`src/rtl/usb_cmd_pkg.sv`:
```
// usb_cmd_pkg: shared types and constants for the USB command decoder.
//   state_e   - frame parser states
//   SYNC_DEF  - default frame start byte
//   FRAME_LEN - bytes per frame including SYNC; 7 when USB_CMD_CSUM_EN
//               is defined (trailing XOR checksum byte), otherwise 6.
package usb_cmd_pkg;

    typedef enum logic [1:0] {
        ST_HUNT = 2'd0,
        ST_ADDR = 2'd1,
        ST_DATA = 2'd2,
        ST_CSUM = 2'd3
    } state_e;

    localparam logic [7:0] SYNC_DEF = 8'hA5;

`ifdef USB_CMD_CSUM_EN
    localparam int FRAME_LEN = 7;
`else
    localparam int FRAME_LEN = 6;
`endif

endpackage

```
`src/rtl/usb_cmd_regfile.sv`:
```
// usb_cmd_regfile: NREG x 32-bit control register bank.
//   clk, rst        - clock, synchronous active-high reset (clears all)
//   we, addr, data  - single write port, written on the rising edge
//   regs            - flattened bank, regs[32*i +: 32] = register i
module usb_cmd_regfile #(
    parameter int NREG = 8,
    parameter int AW   = 3
) (
    input  logic              clk,
    input  logic              rst,
    input  logic              we,
    input  logic [AW-1:0]     addr,
    input  logic [31:0]       data,
    output logic [NREG*32-1:0] regs
);

    logic [NREG-1:0][31:0] mem;

    // One enable per register so a non-power-of-two NREG never indexes
    // past the end of the bank.
    for (genvar i = 0; i < NREG; i++) begin : g_reg
        always_ff @(posedge clk) begin
            if (rst)
                mem[i] <= '0;
            else if (we && addr == AW'(i))
                mem[i] <= data;
        end
    end

    assign regs = mem;

endmodule

```
`src/rtl/usb_cmd_decoder.sv`:
```
// usb_cmd_decoder: parses the host byte stream into register-write frames
//   SYNC, ADDR, D0, D1, D2, D3 [, CSUM]   (data little-endian, D0 = bits 7:0)
// Build option: define USB_CMD_CSUM_EN to require a trailing checksum byte
// equal to ADDR^D0^D1^D2^D3; undefined, the frame ends on D3.
// Ports:
//   IFCLK     - USB interface clock, rising edge
//   RST       - synchronous active-high reset
//   DOWNWR    - byte strobe, DOWNDATA valid when high
//   DOWNDATA  - host byte
//   REGS      - flattened register bank, REGS[32*i +: 32] = register i
//   REG_WE    - one-cycle pulse after a register write
//   REG_ADDR  - address of the last write
//   REG_DATA  - data of the last write
//   ERR_CNT   - saturating count of rejected / timed-out frames
module usb_cmd_decoder
    import usb_cmd_pkg::*;
#(
    parameter int         NREG    = 8,
    parameter int         AW      = 3,
    parameter logic [7:0] SYNC    = SYNC_DEF,
    parameter int         TIMEOUT = 1024
) (
    input  logic               IFCLK,
    input  logic               RST,
    input  logic               DOWNWR,
    input  logic [7:0]         DOWNDATA,
    output logic [NREG*32-1:0] REGS,
    output logic               REG_WE,
    output logic [AW-1:0]      REG_ADDR,
    output logic [31:0]        REG_DATA,
    output logic [7:0]         ERR_CNT
);

    localparam int TW = $clog2(TIMEOUT);

    state_e        state;
    logic [7:0]    addr_q;
    logic [1:0]    idx;
    logic [TW-1:0] to_cnt;

    logic          addr_ok, frame_ok, last_byte, commit, reject, to_hit;
    logic [31:0]   wr_data;

    assign addr_ok = ((addr_q >> AW) == 8'd0) && (32'(addr_q[AW-1:0]) < NREG);

`ifdef USB_CMD_CSUM_EN
    logic [31:0] data_sr;
    logic [7:0]  csum_q;
    assign last_byte = DOWNWR && state == ST_CSUM;
    assign frame_ok  = addr_ok && (DOWNDATA == csum_q);
    assign wr_data   = data_sr;
`else
    // Only D0..D2 are held; D3 is taken straight off the bus at commit.
    logic [23:0] data_sr;
    assign last_byte = DOWNWR && state == ST_DATA && idx == 2'd3;
    assign frame_ok  = addr_ok;
    assign wr_data   = {DOWNDATA, data_sr};
`endif

    assign commit = last_byte && frame_ok;
    assign reject = last_byte && !frame_ok;
    // A byte in the expiry cycle wins, hence the !DOWNWR term.
    assign to_hit = state != ST_HUNT && !DOWNWR && to_cnt == TW'(TIMEOUT - 1);

    always_ff @(posedge IFCLK) begin
        if (RST) begin
            state    <= ST_HUNT;
            addr_q   <= '0;
            idx      <= '0;
            to_cnt   <= '0;
            data_sr  <= '0;
`ifdef USB_CMD_CSUM_EN
            csum_q   <= '0;
`endif
            REG_WE   <= 1'b0;
            REG_ADDR <= '0;
            REG_DATA <= '0;
            ERR_CNT  <= '0;
        end else begin
            REG_WE <= commit;
            if (commit) begin
                REG_ADDR <= addr_q[AW-1:0];
                REG_DATA <= wr_data;
            end
            if ((reject || to_hit) && ERR_CNT != 8'hFF)
                ERR_CNT <= ERR_CNT + 8'd1;

            if (state == ST_HUNT || DOWNWR || to_hit)
                to_cnt <= '0;
            else
                to_cnt <= to_cnt + 1'b1;

            case (state)
                ST_HUNT: if (DOWNWR && DOWNDATA == SYNC) state <= ST_ADDR;
                ST_ADDR: if (DOWNWR) begin
                    addr_q <= DOWNDATA;
                    idx    <= 2'd0;
`ifdef USB_CMD_CSUM_EN
                    csum_q <= DOWNDATA;
`endif
                    state  <= ST_DATA;
                end
                ST_DATA: if (DOWNWR) begin
`ifdef USB_CMD_CSUM_EN
                    data_sr <= {DOWNDATA, data_sr[31:8]};
                    csum_q  <= csum_q ^ DOWNDATA;
                    if (idx == 2'd3) state <= ST_CSUM;
`else
                    data_sr <= {DOWNDATA, data_sr[23:8]};
                    if (idx == 2'd3) state <= ST_HUNT;
`endif
                    idx <= idx + 2'd1;
                end
                ST_CSUM: if (DOWNWR) state <= ST_HUNT;
                default: state <= ST_HUNT;
            endcase

            if (to_hit)
                state <= ST_HUNT;
        end
    end

    usb_cmd_regfile #(.NREG(NREG), .AW(AW)) u_regfile (
        .clk  (IFCLK),
        .rst  (RST),
        .we   (commit),
        .addr (addr_q[AW-1:0]),
        .data (wr_data),
        .regs (REGS)
    );

endmodule

```
`config.mk`:
```
export PLATFORM = sky130hd
export DESIGN_NAME = usb_cmd_decoder
export DESIGN_NICKNAME = d
export VERILOG_FILES = /design/src/rtl/usb_cmd_pkg.sv /design/src/rtl/usb_cmd_regfile.sv /design/src/rtl/usb_cmd_decoder.sv
export SDC_FILE = /design/constraint.sdc
export NUM_CORES = 1
export LEC_CHECK = 0
export BUFFER_PORTS_ARGS = -buffer_cell sky130_fd_sc_hd__buf_2
export CAP_MARGIN = 40
export CORE_ASPECT_RATIO = 1.1
export CORE_UTILIZATION = 34
export CTS_BUF_LIST = sky130_fd_sc_hd__clkbuf_8 sky130_fd_sc_hd__clkbuf_16
export CTS_CLUSTER_SIZE = 14
export DETAILED_ROUTE_END_ITERATION = 6
export PLACE_DENSITY = 0.64
export SLEW_MARGIN = 40
export SYNTH_ARGS = -nofsm -noshare
export SYNTH_HDL_FRONTEND = slang
export SYNTH_SLANG_ARGS = --single-unit
```
`constraint.sdc`:
```
create_clock -name IFCLK -period 2 [get_ports IFCLK]
set_input_delay 0.1 -clock IFCLK [delete_from_list [all_inputs] [get_ports IFCLK]]
set_output_delay 0.1 -clock IFCLK [all_outputs]
set_load 0.02 [all_outputs]
```
==> results.py, run 1 <==
metrics = {
    "cts": {
        "cts_root_buf": "clkbuf_16",
        "numCtsBuffers": 38,
        "cts_sinks": 346,
        "clk_pin_slew_ns": 0.06,
        "clkLatencyLatePin_ns": 0.53,
        "tritoncts": "done",
        "cts.path.max_buffers": 3,
        "htreeDepth": 2,
    },
    "placed_design": {
        "port_buffers": 310,
        "place_congestion": 0.814,
        "dp_slack_ns": -0.0417,
        "place_hpwl_um": 27300,
    },
    "final_layout": {
        "final_util": 0.434,
        "area_growth_pct": 25.9,
        "drive_gt1_frac": 0.261,
        "nNetsFinal": 1627,
        "num-fill-cells": 3755,
        "diodes": 0,
    },
    "sta": {
        "drv_slew": 0,
        "tightestPinTransition_ns": 0.673,
        "clock.fmax_ghz": 0.515,
        "max-slew-margin-rel": 0.551,
        "hold_viol": 0,
        "min_period_over_period": 0.971,
        "min_period_ns": 1.94,
        "finClkSkew_ns": 0.0157,
        "fin_ws_ns": 0.0584,
        "setup_viol": 0,
    },
    "detailed_routing": {
        "drc_errors": 0,
        "wire_per_inst_um": 18.4,
        "antenna_left": 0,
        "drt_iter0_drc": 594,
        "vias": 10221,
        "drt-vias-per-instance": 4.76,
        "dr.pass1.iters": 5,
        "routed_wl_um": 39600,
    },
    "job": {
        "cap_violations": 0,
    },
    "worst_setup_path": {
        "cp-start-kind": "flop",
        "cp_slowest_cell": "or4_4",
        "end_kind": "flop",
        "max_stage_delay_ns": 0.56,
        "crit_top_cell": "buf_4",
        "crit_path_cell_trace": "or4_4 > nor4_4 > buf_4 > buf_4 > nand2_4 > buf_4 > mux2i_1",
        "crit_fanout": 9,
        "r2r_setup_slack_ns": 0.06,
        "path_delay_family": "simple AND/OR/NAND/NOR gates",
        "path_class": "reg -> reg",
        "crit_buf_inv": 3,
        "arrival_ns": 2.31,
        "required_ns": 2.37,
    },
    "power_and_ir_drop": {
        "powerDensity_nw_per_um2": 852,
        "p_sw_uw": 2990,
        "pwr-share-clk": 0.504,
        "p_seq_frac": 0.477,
        "total_leakage_power_uw": 0.00845,
        "ir_drop_mv": 0.731,
        "swShare": 0.207,
        "combPwrFrac": 0.020,
        "p_int_uw": 11500,
    },
    "synth": {
        "synth_largest_area_cell": "dfxtp_1",
        "synthTopCellsByArea": "dfxtp_1 (51%), mux2i_1 (19%), nand2b_1 (14%)",
        "synthDistinctLibCells": 45,
        "synth-edff-count": 0,
        "synth-seq-area-share": 0.514,
        "synth_commonest_cells": "dfxtp_1 (346), nand2b_1 (291), mux2i_1 (257), nand2_1 (148), a21oi_1 (75)",
        "yosysMostFrequentCell": "dfxtp_1",
        "synthArstFlopShare": 0,
        "avgSynthCellArea_um2": 10.1,
        "yosys_warnings": 0,
        "synth-seq-cells": 346,
        "synth_top_area_share": 0.514,
        "syn_inst": 1330,
        "syn_area_um2": 13500,
        "syn_nets": 1344,
        "ys.flop_type": "dfxtp_1",
    },
    "grt": {
        "grt_pass1_vias": 10039,
        "grt_start_max_net_pins": 117,
        "antenna_found_initial": 0,
        "grt_pass1_wl_um": 59200,
        "grtUsageTotal": 0.192,
        "overflow": 0,
    },
    "die": {
        "dieArea_um2": 40400,
        "start_util": 0.345,
        "rows": 76,
        "dieHeight_um": 211,
        "die_x_um": 192,
        "core_area_um2": 39100,
        "ioPinCount": 311,
    },
    "min_path": {
        "hold_class": "in -> reg",
    },
    "run_status": {
        "status": "complete, no violations",
    },
}
final cells by class:
class / count / area (µm²) / share of cell area
sequential: 346 / 6930 / 0.408
clock inverter: 20 / 225 / 0.0133
inverter: 3 / 11.3 / 0.000664
tap: 507 / 634 / 0.0374
multi-input combinational: 865 / 6020 / 0.355
clock buffer: 46 / 1070 / 0.0632
timing repair buffer: 359 / 2080 / 0.123
sequential cells by signal, indices dropped and copies added, names as in the netlist, 3 cells and up:
signal / flops
u_regfile.regs: 256
REG_DATA: 32
data_sr: 24
to_cnt: 10
ERR_CNT: 8
addr_q: 8
REG_ADDR: 3
layer usage:
metal | GRT usage | up-vias | wire length (µm)
li1 | - | 4922 | -
met2 | 0.314 | 282 | 18700
met5 | 0 | - | 0
met1 | 0.240 | 4929 | 17100
met3 | 0.0414 | 88 | 2250
met4 | 0.0857 | 0 | 1590
per-stage QoR:
stage / hold WS, ns / std cells / cell area, µm² / total power [µW] / setup TNS [ns]
detailed placement: 0.406 / 2070 / 15600 / 7310 / -0.302
finish: 0.0468 / 2146 / 17000 / 14500 / 0
global placement: 0.406 / 2070 / 15600 / 7310 / -0.00876
CTS: 0.0357 / 2145 / 16900 / 14600 / 0
global route: 0.0623 / 2146 / 17000 / 14900 / -0.896
floorplan: 0.236 / 1330 / 13500 / 7230 / 0
path summary, 6_finish.rpt:
kind / start / endpoint / cells past startpoint
setup / recovery: addr_q[4] / u_regfile.regs[155] / 7
setup reg to reg: addr_q[4] / u_regfile.regs[155] / 7
hold reg to reg: REG_DATA[7] / REG_DATA[7] / 2
hold / removal: RST / REG_WE / 2
power by group through the flow:
stage | sequential (µW) | combinational [µW] | clock [µW]
floorplan | 7040 | 183 | 0
global placement | 7040 | 269 | 0
detailed placement | 7040 | 270 | 0
CTS | 6890 | 284 | 7460
global route | 6890 | 302 | 7760
finish | 6890 | 283 | 7280
cell families (layout without fill, tap and decap cells):
logic type               after synthesis  in the layout  synth area share
AO/OA/AOI/OAI                         87             87            0.0345
adder cells (fa/ha/maj)                3              3           0.00279
XOR/XNOR                               8              8           0.00520
buffers and inverters                119            428            0.0402
multiplexers                         263            263             0.196
flip-flops                           346            346             0.514
AND/OR/NAND/NOR                      504            504             0.207
timing repair:
item | in CTS | in global routing
resized for setup | 0 | 3
setup buffers | 0 | 1
setup endpoints to repair | 35 | 161
hold buffers | 9 | 0
hold endpoints to repair | 25 | 0
pin swaps | 1 | 1
cells in the final DEF (no fill, tap or decap), types with 7 or more instances in the layout:
master and instances:
a21oi_1 75, buf_12 10, buf_2 309, buf_4 29, clkbuf_16 39, clkbuf_8 8, dfxtp_1 346, dlygate4sd3_1 9
inv_1 11, mux2i_1 257, nand2_1 146, nand2b_1 291, nor2_1 20, nor2b_1 7
(Power assumes the default switching activity.)
==> run 2: changes to the inputs <==
--- a/config.mk
+++ b/config.mk
@@ -5,6 +5,7 @@
 export SDC_FILE = /design/constraint.sdc
 export NUM_CORES = 1
 export LEC_CHECK = 0
+export ABC_AREA = 1
 export BUFFER_PORTS_ARGS = -buffer_cell sky130_fd_sc_hd__buf_2
 export CAP_MARGIN = 40
 export CORE_ASPECT_RATIO = 1.1
==> run 2 against run 1 <==
Net effect:
- register-to-register slack improved by 0.08 ns
- wire length rose by 13%
- die area fell by 4.6%
- design area fell by 5.0%
- non-clock buffer count rose by 5
==> results.py, run 2 <==
metrics = {
    "min_path": {
        "hold_class": "in -> reg",
        "min_from": "DOWNDATA[1]",
    },
    "worst_setup_path": {
        "cp-start-kind": "flop",
        "cp_slowest_cell": "dfxtp_1",
        "max_stage_delay_ns": 0.35,
        "crit_fanout": 57,
        "r2r-start": "idx[0]",
        "path_class": "reg -> reg",
        "arrival_ns": 2.32,
        "required_ns": 2.46,
        "end_kind": "flop",
        "crit_path_cell_trace": "ha_1 > inv_1 > nor2_8 > nand2_2 > clkinv_8 > buf_12 > nand3_1 > a21oi_1",
        "crit_start": "idx[0]",
        "r2r_setup_slack_ns": 0.14,
    },
    "grt": {
        "overflow": 0,
        "grt_pass1_vias": 11436,
        "grt_pass1_wl_um": 67100,
        "antenna_found_initial": 0,
        "grt_start_max_net_pins": 132,
        "grtUsageTotal": 0.225,
    },
    "synth": {
        "synthTopCellsByArea": "dfxtp_1 (54%), a21oi_1 (12%), nand3_1 (11%)",
        "avgSynthCellArea_um2": 7.88,
        "synth_top_area_share": 0.539,
        "ys.flop_type": "dfxtp_1",
        "synth-seq-cells": 346,
        "synthDistinctLibCells": 27,
        "synthArstFlopShare": 0,
        "synth-seq-area-share": 0.539,
        "yosys_warnings": 0,
        "synth_largest_area_cell": "dfxtp_1",
        "syn_area_um2": 12800,
        "syn_inst": 1630,
        "synth_commonest_cells": "dfxtp_1 (346), nand2_1 (340), a21oi_1 (303), nand3_1 (279), clkbuf_1 (120)",
        "synth-edff-count": 0,
        "yosysMostFrequentCell": "dfxtp_1",
        "syn_nets": 1644,
    },
    "sta": {
        "whs_ns": 0.0125,
        "min_period_over_period": 0.929,
        "max-slew-margin-rel": 0.477,
        "drv_slew": 0,
        "hold_viol": 0,
        "tightestPinTransition_ns": 0.784,
        "setup_viol": 0,
        "rsz0062_at_grt": "no",
        "min_period_ns": 1.86,
        "fin_setup_tns_ns": 0,
        "finClkSkew_ns": 0.0166,
        "clock.fmax_ghz": 0.538,
    },
    "cts": {
        "numCtsBuffers": 39,
        "clk_pin_slew_ns": 0.06,
        "cts.path.max_buffers": 3,
        "post-cts-setup-buffers": 0,
        "cts_root_buf": "clkbuf_16",
        "tritoncts": "done",
        "htreeDepth": 2,
        "clkLatencyLatePin_ns": 0.55,
        "cts_sinks": 346,
    },
    "die": {
        "start_util": 0.345,
        "ioPinCount": 311,
        "dieHeight_um": 206,
        "die_x_um": 187,
        "core_area_um2": 37200,
        "rows": 74,
        "dieArea_um2": 38600,
    },
    "detailed_routing": {
        "dr.pass1.iters": 7,
        "routed_wl_um": 44800,
        "drt_iter0_drc": 775,
        "antenna_left": 0,
        "drc_errors": 0,
        "vias": 12276,
        "wire_per_inst_um": 18.7,
        "drt-vias-per-instance": 5.12,
    },
    "power_and_ir_drop": {
        "powerDensity_nw_per_um2": 875,
        "ir_drop_mv": 0.525,
        "p_total_uw": 14100,
        "total_leakage_power_uw": 0.00653,
    },
    "final_layout": {
        "layout_commonest_cell": "dfxtp_1",
        "diodes": 0,
        "nNetsFinal": 1890,
        "area_growth_pct": 25.5,
        "num-fill-cells": 3763,
        "final_cell_mix": "dfxtp_1 (345), nand2_1 (340), buf_2 (309), a21oi_1 (303), nand3_1 (278)",
        "largest_reg_flops": 256,
        "drive_gt1_frac": 0.228,
    },
    "placed_design": {
        "place_hpwl_um": 28400,
        "place_congestion": 0.810,
        "port_buffers": 310,
    },
    "run_status": {
        "status": "complete, no violations",
    },
    "job": {
        "cap_violations": 0,
    },
}
run 2: final timing paths:
check,to,cells after the start
setup / recovery,u_regfile.regs[231],8
hold / removal,data_sr[17],3
setup reg to reg,u_regfile.regs[231],8
hold reg to reg,to_cnt[0],1
run 2: stage by stage:
stage | setup WS [ns] | cell area [µm²] | instances | utilization
after floorplan | 0.451 | 12800 | 1630 | -
after global placement | 0.201 | 14800 | 2323 | 0.398
after detailed placement | 0.0998 | 14800 | 2323 | 0.398
after CTS | 0.0939 | 16100 | 2398 | 0.433
after global routing | 0.00656 | 16100 | 2398 | 0.433
final | 0.142 | 16100 | 2398 | 0.433
run 2: where the power goes:
| group | switching (µW) | leakage [µW] | internal [µW] | total, µW |
|---|---|---|---|---|
| Clock | 2910 | 0.000646 | 4060 | 6970 |
| Combinational | 187 | 0.00310 | 48.7 | 236 |
| Sequential | 1.29 | 0.00279 | 6890 | 6890 |
run 2: cell families after synthesis:
kind of cell / share of synthesized area
simple gates: 0.245
compound gates: 0.138
flops: 0.539
buf+inv: 0.0702
xor+xnor: 0.00477
fa+ha+maj: 0.00292
run 2: cell type report:
class,count,area (µm²),share of cell area
flip-flops and latches,346,6930,0.430
multi-input cells,1098,5050,0.314
clock inverters,27,219,0.0136
inverters,27,114,0.00707
clock buffers,42,1020,0.0631
repair buffers,364,2160,0.134
well taps,494,618,0.0384
run 2: critical path, delay by kind of cell (launching register included):
family,cells,cell delay [ns]
AOI/OAI and AO/OA,1,0.18
adders and majority gates,1,0.19
buffers and inverters,3,0.59
DFF,1,0.35
and+or+nand+nor,3,0.46
run 2: metal layers:
metal	global-route usage	up-vias	wire length (µm)
li1	-	5901	-
met1	0.291	5788	18900
met2	0.362	499	20800
met3	0.0568	88	3850
met4	0.0826	0	1330
met5	0	-	0
run 2: timing repair:
action,4_1_cts,5_1_grt
gates resized for setup,0,2
hold endpoints to repair,48,0
setup endpoints to repair,0,42
hold buffers,6,0
